<file path="config.mk">
export PLATFORM = sky130hd
export DESIGN_NAME = button_repeat_debouncer
export DESIGN_NICKNAME = d
export VERILOG_FILES = /design/src/rtl/button_repeat_debouncer.sv
export SDC_FILE = /design/constraint.sdc
export NUM_CORES = 1
export LEC_CHECK = 0
export BUFFER_PORTS_ARGS = -buffer_cell sky130_fd_sc_hd__buf_2
export CORE_MARGIN = 1.5
export CORE_UTILIZATION = 35
export CTS_BUF_LIST = sky130_fd_sc_hd__clkbuf_4 sky130_fd_sc_hd__clkbuf_8
export DETAILED_ROUTE_END_ITERATION = 10
export SETUP_SLACK_MARGIN = 0.4
export SYNTH_ARGS = -nofsm -noshare
export SYNTH_HDL_FRONTEND = slang
export SYNTH_SLANG_ARGS = --single-unit
export TNS_END_PERCENT = 50
</file>
<file path="constraint.sdc">
create_clock -name clk_in -period 4.6 [get_ports clk_in]
set_clock_uncertainty 0.1 [all_clocks]
set_input_delay 0.23 -clock clk_in [delete_from_list [all_inputs] [get_ports clk_in]]
set_output_delay 0.23 -clock clk_in [all_outputs]
set_load 0.005 [all_outputs]
</file>
<file path="src/rtl/button_repeat_debouncer.sv">
// button_repeat_debouncer: N-channel button front end.
// Each channel synchronises its raw pin, debounces it, and emits press/release
// pulses plus typematic auto-repeat pulses while the button stays held.

// Single-channel datapath: two-flop synchroniser, debounce counter, repeat FSM.
module button_repeat_channel #(
    parameter int LOG_DEBOUNCE_COUNT = 20,
    parameter int LOG_WAIT_COUNT     = 25,
    parameter int LOG_REPEAT_COUNT   = 23,
    parameter int ACTIVE_LOW_IN      = 0
) (
    input  logic clk_in,
    input  logic rst_in_n,
    input  logic btn_in,
    input  logic repeat_en_in,
    output logic level_out,
    output logic press_out,
    output logic release_out,
    output logic repeat_out,
    output logic action_out
);
    localparam int DW = LOG_DEBOUNCE_COUNT + 1;
    localparam int HW = ((LOG_WAIT_COUNT > LOG_REPEAT_COUNT) ? LOG_WAIT_COUNT : LOG_REPEAT_COUNT) + 1;
    localparam logic [DW-1:0] DB_LAST   = DW'((64'd1 << LOG_DEBOUNCE_COUNT) - 64'd1);
    localparam logic [HW-1:0] WAIT_LAST = HW'((64'd1 << LOG_WAIT_COUNT) - 64'd1);
    localparam logic [HW-1:0] REP_LAST  = HW'((64'd1 << LOG_REPEAT_COUNT) - 64'd1);
    localparam logic          INV       = (ACTIVE_LOW_IN != 0);

    typedef enum logic [1:0] {ST_IDLE, ST_WAIT, ST_REPEAT} state_t;

    logic          s1, s2, level;
    logic [DW-1:0] db_cnt;
    logic          db_flip, rise, fall;
    state_t        state, state_nxt;
    logic [HW-1:0] hold_cnt, hold_cnt_nxt;
    logic          rep_pulse;

    // The level flips on the DB-th consecutive cycle that s2 disagrees with it.
    assign db_flip = (s2 != level) && (db_cnt == DB_LAST);
    assign rise    = db_flip && s2;
    assign fall    = db_flip && !s2;

    // Synchroniser and debounce counter; any agreeing cycle restarts the count.
    always_ff @(posedge clk_in) begin
        if (!rst_in_n) begin
            s1     <= 1'b0;
            s2     <= 1'b0;
            level  <= 1'b0;
            db_cnt <= '0;
        end else begin
            s1 <= btn_in ^ INV;
            s2 <= s1;
            if (s2 == level) begin
                db_cnt <= '0;
            end else if (db_cnt == DB_LAST) begin
                level  <= s2;
                db_cnt <= '0;
            end else begin
                db_cnt <= db_cnt + 1'b1;
            end
        end
    end

    // Repeat FSM state and hold counter register.
    always_ff @(posedge clk_in) begin
        if (!rst_in_n) begin
            state    <= ST_IDLE;
            hold_cnt <= '0;
        end else begin
            state    <= state_nxt;
            hold_cnt <= hold_cnt_nxt;
        end
    end

    // Next state: release wins over everything; WAIT saturates until enabled.
    always_comb begin
        state_nxt    = state;
        hold_cnt_nxt = hold_cnt;
        if (fall) begin
            state_nxt    = ST_IDLE;
            hold_cnt_nxt = '0;
        end else begin
            case (state)
                ST_IDLE: begin
                    if (rise) begin
                        state_nxt    = ST_WAIT;
                        hold_cnt_nxt = '0;
                    end
                end
                ST_WAIT: begin
                    if (hold_cnt == WAIT_LAST) begin
                        if (repeat_en_in) begin
                            state_nxt    = ST_REPEAT;
                            hold_cnt_nxt = '0;
                        end
                    end else begin
                        hold_cnt_nxt = hold_cnt + 1'b1;
                    end
                end
                ST_REPEAT: begin
                    if (hold_cnt == REP_LAST) hold_cnt_nxt = '0;
                    else                      hold_cnt_nxt = hold_cnt + 1'b1;
                end
                default: begin
                    state_nxt    = ST_IDLE;
                    hold_cnt_nxt = '0;
                end
            endcase
        end
    end

    // Repeat pulse decode; suppressed on the release edge.
    always_comb begin
        rep_pulse = 1'b0;
        if (!fall && repeat_en_in) begin
            if (state == ST_WAIT && hold_cnt == WAIT_LAST)  rep_pulse = 1'b1;
            if (state == ST_REPEAT && hold_cnt == REP_LAST) rep_pulse = 1'b1;
        end
    end

    // Registered pulse outputs, aligned with the level change.
    always_ff @(posedge clk_in) begin
        if (!rst_in_n) begin
            press_out   <= 1'b0;
            release_out <= 1'b0;
            repeat_out  <= 1'b0;
            action_out  <= 1'b0;
        end else begin
            press_out   <= rise;
            release_out <= fall;
            repeat_out  <= rep_pulse;
            action_out  <= rise | rep_pulse;
        end
    end

    assign level_out = level;
endmodule

// Top: one independent channel per button.
module button_repeat_debouncer #(
    parameter int NUM_CH             = 5,
    parameter int LOG_DEBOUNCE_COUNT = 20,
    parameter int LOG_WAIT_COUNT     = 25,
    parameter int LOG_REPEAT_COUNT   = 23,
    parameter int ACTIVE_LOW_IN      = 0
) (
    input  logic              clk_in,
    input  logic              rst_in_n,
    input  logic [NUM_CH-1:0] btn_in,
    input  logic [NUM_CH-1:0] repeat_en_in,
    output logic [NUM_CH-1:0] level_out,
    output logic [NUM_CH-1:0] press_out,
    output logic [NUM_CH-1:0] release_out,
    output logic [NUM_CH-1:0] repeat_out,
    output logic [NUM_CH-1:0] action_out
);
    for (genvar c = 0; c < NUM_CH; c++) begin : g_ch
        button_repeat_channel #(
            .LOG_DEBOUNCE_COUNT(LOG_DEBOUNCE_COUNT),
            .LOG_WAIT_COUNT    (LOG_WAIT_COUNT),
            .LOG_REPEAT_COUNT  (LOG_REPEAT_COUNT),
            .ACTIVE_LOW_IN     (ACTIVE_LOW_IN)
        ) u_ch (
            .clk_in      (clk_in),
            .rst_in_n    (rst_in_n),
            .btn_in      (btn_in[c]),
            .repeat_en_in(repeat_en_in[c]),
            .level_out   (level_out[c]),
            .press_out   (press_out[c]),
            .release_out (release_out[c]),
            .repeat_out  (repeat_out[c]),
            .action_out  (action_out[c])
        );
    end
endmodule

</file>
==> impl_metrics.tcl, run 1 <==
set metrics [dict create \
    clk_pin_slew_worst_paths_ps 60 \
    grt_usage 0.1387 \
    drv_slew 0 \
    antenna_found_initial 0 \
    syn_area_sq_um 13210 \
    core_area_sq_um 36870 \
    outcome "completed" \
    wirelength_mm 26.60 \
    cp-end-kind "register" \
    min_period_over_period 0.7369 \
    synth-seq-cells 280 \
    worst_slew_pin_slew_ps 1006 \
    ios 37 \
    dpl.hpwl_mm 17.60 \
    dpl_worst_slack_ps 1188 \
    cp_max_fo 25 \
    num-nets-final 1650 \
    start_kind "register" \
    crit_required_ps 4940 \
    row_count 70 \
    cts_tree "yes" \
    syn_nets 1616 \
    hold_class "in2reg" \
    grt_max_degree 27 \
    cap_viol_max_count 0 \
    synth.top_cells.by_count "dfxtp_1, nor2_1, nand3_1, nand2_1, xor2_1" \
    portBuffers 36 \
    clock-root-buffer "clkbuf_8" \
    fin_setup_tns_ps 0 \
    ys.flop_type "dfxtp_1" \
    htreeDepth 2 \
    vdd_drop_max_mv 0.1551 \
    grt_pass1_vias 10000 \
    die_w_um 197.3 \
    yosysUniqueCellTypes 58 \
    clock_latency_ps 620 \
    clock_path_buffers 3 \
    yosysMostFrequentCell "dfxtp_1" \
    yosys.area.top_type "dfxtp_1" \
    syn_to_final_growth_pct 13.57 \
    num_vias 10780 \
    postSynthCellCount 1579 \
    synth_edf_count 0 \
    r2r_slack_ps 1210 \
    avgSynthCellArea_sq_um 8.368 \
    hold_viol 0 \
    overflow 0 \
    fmax_mhz 295.0 \
    n_antenna_cell 0 \
    nFillCells 3673 \
    ys_warn_count 0 \
    clock_sinks 280 \
    slew-limit-headroom 0.3293 \
    initial_core_util 0.3583 \
    leakagePower_nw 5.089 \
    via_per_inst 4.994 \
    dr.pass1.iters 5 \
    rsz0062_at_grt "false" \
    instances_no_fill 2158 \
    crit_type "reg2reg" \
    p_per_area_nw_per_um2 341.6 \
    drt-initial-drc-count 552 \
    synth_top_cell_area_share 0.4242 \
    cts_setup_buffers 0 \
    dp.cells 2054 \
    wl_per_cell_um 12.32 \
    finalSetupViolCount 0 \
    drive_gt1_frac 0.1028 \
    utilization 0.4070 \
    synth_area_leaders "dfxtp_1, nor2_1, xor2_1" \
    async_flop_share 0 \
    setup_slack_ps 1210 \
    die_area_sq_um 38930 \
    die_h_um 197.3 \
    ant_nets 0 \
    grt_pass1_wl_mm 46.14 \
    cp_data_arrival_time_ps 3730 \
    drc 0 \
    yosysSeqAreaShare 0.4242 \
    finalWeightedCongestion 0.8202 \
    period_needed_ps 3390 \
    numCtsBuffers 51 \
]
[cell type report]
class,instances,area (sq um),share of cell area
multi-input combinational,1179,7073,0.4714
sequential,280,5605,0.3736
clock buffer,77,984.7,0.06562
tap,504,630.6,0.04202
timing repair buffer,58,370.4,0.02468
clock inverter,17,180.2,0.01201
inverter,43,161.4,0.01076
[power breakdown]
group	total [W]	switching (W)	internal, W
combinational	0.0000620	0.0000429	0.0000191
sequential	0.00243	0.00000320	0.00243
clock	0.00263	0.00108	0.00155
total	0.00513	0.00113	0.00400
[layer usage]
layer  vias up  global-route usage  part of all wire
met3        45             0.02903             0.038
met2       143              0.2221              0.45
met1      4987              0.1809              0.49
li1       5601                   -                 -
met5         -                   0                 0
met4         0             0.05796             0.023
[metrics by stage]
stage	power (W)	instance area [sq um]	hold WS, ps
after floorplan	0.002521	13210	257.3
after global placement	0.002543	13740	318.5
after detailed placement	0.002544	13740	328.9
after CTS	0.005237	15010	29.19
after global routing	0.005344	15010	70.69
final	0.005126	15010	85.90
[timing repair]
item | in CTS | in global routing
endpoints found under the hold margin | 15 | 0
hold buffers | 10 | 0
resized for setup | 0 | 0
[sequential cells by signal, indices dropped and copies added (netlist names)]
name,cells
g_ch.u_ch.hold_cnt,130
g_ch.u_ch.state,10
g_ch.u_ch.db_cnt,105
g_ch.u_ch.s1,5
g_ch.u_ch.s2,5
g_ch.u_ch.action_out,5
g_ch.u_ch.press_out,5
g_ch.u_ch.release_out,5
g_ch.u_ch.repeat_out,5
g_ch.u_ch.level_out,5
[critical path, stage by stage (launching register included)]
cell and delay, ps:
dfxtp_1 370, ha_1 220, nand4_1 120, or4_1 640
o41ai_4 350, buf_4 270, nand2_1 180, o21ai_2 860
nor2_1 110
[cell families after synthesis]
logic type	count (synthesis)	synth area share
xor+xnor	171	0.1134
mux	5	0.003788
buf+inv	120	0.04186
compound gates	147	0.07188
fa+ha+maj	25	0.02367
simple gates	831	0.3212
flops	280	0.4242
[worst paths after layout]
check,start,end,cells past startpoint
min reg2reg,g_ch[2].u_ch.s1$_SDFF_PN0_,g_ch[2].u_ch.s2$_SDFF_PN0_,1
max reg2reg,g_ch[2].u_ch.db_cnt[0]$_SDFF_PP0_,g_ch[2].u_ch.hold_cnt[3]$_SDFFE_PP0P_,8
min,repeat_en_in[2],g_ch[2].u_ch.repeat_out$_SDFF_PN0_,4
max,g_ch[2].u_ch.db_cnt[0]$_SDFF_PP0_,g_ch[2].u_ch.hold_cnt[3]$_SDFFE_PP0P_,8
[cell usage in the layout, fill, tap and decap left out, types with 36 or more instances in the layout]
master    instances
nand2_1         104
clkbuf_8         65
a21oi_1          51
o21ai_0          36
inv_1            43
xnor2_1          69
buf_2            36
nand3_1         123
nand4_1          80
and3_1           47
xor2_1          102
nor2_1          251
dfxtp_1         280
nor3_1           41
No activity file was read; power rests on OpenSTA's default activity.
==> run 2: changes to the inputs <==
- clock period: 4.6 -> 2.85 ns (I/O delays scaled with it)
==> impl_metrics.tcl, run 2 (synthesis gave the netlist of run 1 again) <==
set metrics [dict create \
    slew-limit-headroom 0.5597 \
    cp_data_arrival_time_ps 2870 \
    num_vias 11330 \
    largestRegisters "g_ch.u_ch.hold_cnt (130), g_ch.u_ch.db_cnt (105), g_ch.u_ch.state (10)" \
    overflow 0 \
    crit_chain "ha_4, nand4_1, or4_4, o41ai_4, buf_6, nand4_4, or3_1, a21oi_1" \
    syn_to_final_growth_pct 22.23 \
    wl_per_cell_um 13.28 \
    finalWeightedCongestion 0.8122 \
    num-nets-final 1731 \
    die_area_sq_um 38930 \
    numCtsBuffers 52 \
    final_common_cell "dfxtp_1" \
    drt-initial-drc-count 511 \
    fin_setup_tns_ps 0 \
    portBuffers 36 \
    clk_pin_slew_worst_paths_ps 60 \
    clock_sinks 280 \
    cp_max_fo 5 \
    via_per_inst 5.061 \
    clock_latency_ps 610 \
    grt_pass1_vias 10500 \
    crit_buf_inv 1 \
    fmax_mhz 411.7 \
    core_area_sq_um 36870 \
    drive_gt1_frac 0.1863 \
    min_period_over_period 0.8522 \
    dpl.hpwl_mm 18.40 \
    hold_viol 0 \
    grt_max_degree 25 \
    worst_slew_pin_slew_ps 658.8 \
    r2r_slack_ps 420 \
    regMostFlops "g_ch.u_ch.hold_cnt" \
    htreeDepth 2 \
    r2r_cells 8 \
    initial_core_util 0.3583 \
    antenna_found_initial 0 \
    cts_tree "yes" \
    wirelength_mm 29.72 \
    crit_required_ps 3290 \
    post_dp_cell_area_sq_um 14000 \
    crit_type "reg2reg" \
    hold_class "in2reg" \
    outcome "completed" \
    gr-usage-met3 0.02937 \
    clock-root-buffer "clkbuf_8" \
    cap_viol_max_count 0 \
    largest_reg_flops 130 \
    drv_slew 0 \
    design_area_sq_um 16150 \
    slowest_stage "or4_4" \
    critPathTopFamily "simple AND/OR/NAND/NOR gates" \
    ios 37 \
    n_antenna_cell 0 \
    ant_nets 0 \
    dr.pass1.iters 5 \
    final_cell_mix "dfxtp_1, nor2_1, nand3_1" \
    die_w_um 197.3 \
    drc 0 \
    row_count 70 \
    multi_input_area_sq_um 7561 \
    p_per_area_nw_per_um2 511.1 \
    hold_depth 3 \
    path_depth 8 \
    leakagePower_nw 5.620 \
    grt_usage 0.1495 \
    rsz0062_at_grt "true" \
    cp_slowest_stage_delay_ps 560 \
    vdd_drop_max_mv 0.2636 \
    start_kind "register" \
    seqCellArea_sq_um 5643 \
    met2_usage 0.2410 \
    met1_usage 0.1915 \
    finalSetupViolCount 0 \
    utilization 0.4380 \
    busiest_layer "met2" \
    die_h_um 197.3 \
    nFillCells 3571 \
    cp-end-kind "register" \
    clock_path_buffers 3 \
    period_needed_ps 2429 \
    grt_pass1_wl_mm 49.11 \
]
-- run 2: area by class of cell --
cell class / instances / area share
multi-input combinational: 1184 / 0.4682
sequential: 280 / 0.3494
timing repair buffer: 133 / 0.06322
clock buffer: 75 / 0.05927
tap: 504 / 0.03905
clock inverter: 19 / 0.01092
inverter: 43 / 0.009994
-- run 2: tightest hold or removal path, stage by stage --
cell and delay (ps):
dlygate4sd3_1 530, buf_2 130, nor4b_1 150
-- run 2: final timing paths --
kind,from,end
min,repeat_en_in[1],g_ch[1].u_ch.repeat_out$_SDFF_PN0_
min reg2reg,g_ch[0].u_ch.s1$_SDFF_PN0_,g_ch[0].u_ch.s2$_SDFF_PN0_
max reg2reg,g_ch[2].u_ch.db_cnt[0]$_SDFF_PP0_,g_ch[2].u_ch.hold_cnt[23]$_SDFFE_PP0P_
max,g_ch[2].u_ch.db_cnt[0]$_SDFF_PP0_,g_ch[2].u_ch.hold_cnt[23]$_SDFFE_PP0P_
-- run 2: metal layers --
metal | wire length [um] | share of wire
met1 | 14060 | 0.47
met2 | 13740 | 0.46
met3 | 1062 | 0.036
met4 | 866 | 0.029
met5 | 0 | 0
-- run 2: per-stage QoR --
stage | worst slack, ps | hold WS [ps] | cells | power (W)
finish | 421.1 | 315.1 | 2238 | 0.008255
floorplan | 315.6 | 169.8 | 1579 | 0.004078
detailed placement | 113.8 | 259.3 | 2081 | 0.004116
CTS | 283.8 | 243.7 | 2212 | 0.008400
global route | 300.0 | 307.5 | 2238 | 0.008591
global placement | 166.2 | 254.6 | 2081 | 0.004115
-- run 2: repair_timing --
item / CTS / global route
hold buffers: 16 / 0
cloned: 5 / 2
setup endpoints to repair: 133 / 155
gates resized for setup: 37 / 77
endpoints found under the hold margin: 38 / 0
pin swaps: 9 / 21
buffers inserted: 16 / 24
-- run 2: where the power goes --
| part | switching [W] | internal, W | leakage (nW) |
|---|---|---|---|
| Clock | 0.00175 | 0.00244 | 0.610 |
| Combinational | 0.0000823 | 0.0000580 | 2.74 |
| Sequential | 0.00000544 | 0.00392 | 2.27 |
| Total | 0.00184 | 0.00641 | 5.62 |
==> run 3: changes to the inputs <==
- GPL_TIMING_DRIVEN: not set -> 0
==> impl_metrics.tcl, run 3 (synthesis gave the netlist of run 1 again) <==
set metrics [dict create \
    outcome "completed" \
    post_dp_cell_area_sq_um 14160 \
    htreeDepth 2 \
    drt-initial-drc-count 674 \
    wirelength_mm 31.05 \
    rsz0062_at_grt "true" \
    drive_gt1_frac 0.2343 \
    n_antenna_cell 0 \
    initial_core_util 0.3583 \
    ant_nets 0 \
    start_kind "register" \
    crit_type "reg2reg" \
    design_area_sq_um 17090 \
    nFillCells 3503 \
    hold_class "in2reg" \
    period_needed_ps 2517 \
    num_vias 11730 \
    clock_path_buffers 3 \
    crit_chain "ha_4, nand4_1, or4_4, buf_6, nor3_2, a21oi_1, and3_1, or2_2" \
    dpl_worst_slack_ps -447.9 \
    largestRegisters "g_ch.u_ch.hold_cnt (130), g_ch.u_ch.db_cnt (105), g_ch.u_ch.state (10)" \
    vdd_drop_max_mv 0.3093 \
    cap_viol_max_count 0 \
    top_layer "met4" \
    antenna_found_initial 1 \
    portBuffers 36 \
    worst_slew_pin_slew_ps 735.3 \
    dr.pass1.iters 5 \
    largest_reg_flops 130 \
    die_area_sq_um 38930 \
    drv_slew 0 \
    route.met2.wl_mm 14.82 \
    grt_max_degree 15 \
    cp_data_arrival_time_ps 2890 \
    clock_sinks 280 \
    m1WireLength_mm 14.27 \
    clock_latency_ps 590 \
    dpl.hpwl_mm 19.51 \
    core_area_sq_um 36870 \
    slew-limit-headroom 0.5098 \
    grt_usage 0.1575 \
    wl_per_cell_um 13.40 \
    overflow 0 \
    min_period_over_period 0.8830 \
    die_w_um 197.3 \
    die_h_um 197.3 \
    wl_met3_mm 1.248 \
    row_count 70 \
    setup_slack_ps 333.5 \
    finalSetupViolCount 0 \
    cp_slowest_stage_delay_ps 560 \
    via_per_inst 5.062 \
    clk_pin_slew_worst_paths_ps 60 \
    p_per_area_nw_per_um2 470.1 \
    leakagePower_nw 6.112 \
    slowest_stage "or4_4" \
    clock-root-buffer "clkbuf_8" \
    drc 0 \
    r2r_slack_ps 330 \
    num-nets-final 1818 \
    grt_pass1_vias 11210 \
    crit_required_ps 3230 \
    cp_max_fo 5 \
    cp-end-kind "register" \
    final_common_cell "dfxtp_1" \
    syn_to_final_growth_pct 29.34 \
    fmax_mhz 397.4 \
    final_cell_mix "dfxtp_1, nor2_1, nand3_1" \
    cts_tree "yes" \
    numCtsBuffers 50 \
    hold_viol 0 \
    finalWeightedCongestion 0.8037 \
    grt_pass1_wl_mm 52.14 \
    ios 37 \
    regMostFlops "g_ch.u_ch.hold_cnt" \
]
## run 3: changes by cell type in the layout (fill, tap and decap cells not counted), sizes merged, moves of 2 or more
cell         change
buf             +60
bufinv           -2
clkbuf          +40
clkinv          -13
dlygate4sd3      -5
inv              +3
## run 3: metrics by stage
step / TNS [ps] / total power, W / hold WS, ps / utilization / instances
after floorplan: 0 / 0.004078 / 169.8 / - / 1579
after global placement: -20530 / 0.004123 / 248.9 / 0.3840 / 2119
after detailed placement: -21140 / 0.004123 / 254.0 / 0.3840 / 2119
after CTS: 0 / 0.008153 / 141.8 / 0.4418 / 2285
after global routing: 0 / 0.008359 / 163.1 / 0.4635 / 2318
final: 0 / 0.008033 / 185.2 / 0.4635 / 2318
## run 3: worst max-delay path, delay by kind of cell (launching register included)
kind,cells,cell delay [ps]
buffers and inverters,1,150
AOI/OAI and AO/OA,1,240
adders and majority gates,1,120
DFF,1,360
and+or+nand+nor,5,1420
## run 3: layout make-up
class | instances | area [sq um] | share of cell area
clock buffers | 78 | 973.4 | 0.05696
plain buffers | 77 | 615.6 | 0.03602
well taps | 504 | 630.6 | 0.03690
inverters | 43 | 161.4 | 0.009445
repair buffers | 148 | 1201 | 0.07029
multi-input cells | 1181 | 7782 | 0.4554
flip-flops and latches | 280 | 5645 | 0.3304
clock inverters | 7 | 78.83 | 0.004613
## run 3: where the power goes
group / switching (W) / internal, W
clock network: 0.00169 / 0.00226
registers: 0.00000595 / 0.00392
logic: 0.0000894 / 0.0000696
## run 3: repair_timing
action                                 CTS  global route
setup endpoints to repair              190           201
cloned                                   7             2
resized for setup                      114           149
endpoints found under the hold margin   20             0
pin swaps                               35            48
hold buffers                            11             0
setup buffers                           63            31
## run 3: metal layers
metal	GRT usage	vias up
met5	0	-
met2	0.2655	214
met1	0.1998	5520
met4	0.05739	0
li1	-	5932
met3	0.02971	68
## run 3: worst paths after layout
check                           cells past startpoint                                  to                         startpoint
worst max-delay path                                8  g_ch[2].u_ch.action_out$_SDFF_PN0_  g_ch[2].u_ch.db_cnt[0]$_SDFF_PP0_
worst min-delay path                                3          g_ch[3].u_ch.s1$_SDFF_PN0_                          btn_in[3]
worst max register to register                      8  g_ch[2].u_ch.action_out$_SDFF_PN0_  g_ch[2].u_ch.db_cnt[0]$_SDFF_PP0_
worst min register to register                      1   g_ch[1].u_ch.db_cnt[0]$_SDFF_PP0_  g_ch[1].u_ch.db_cnt[0]$_SDFF_PP0_
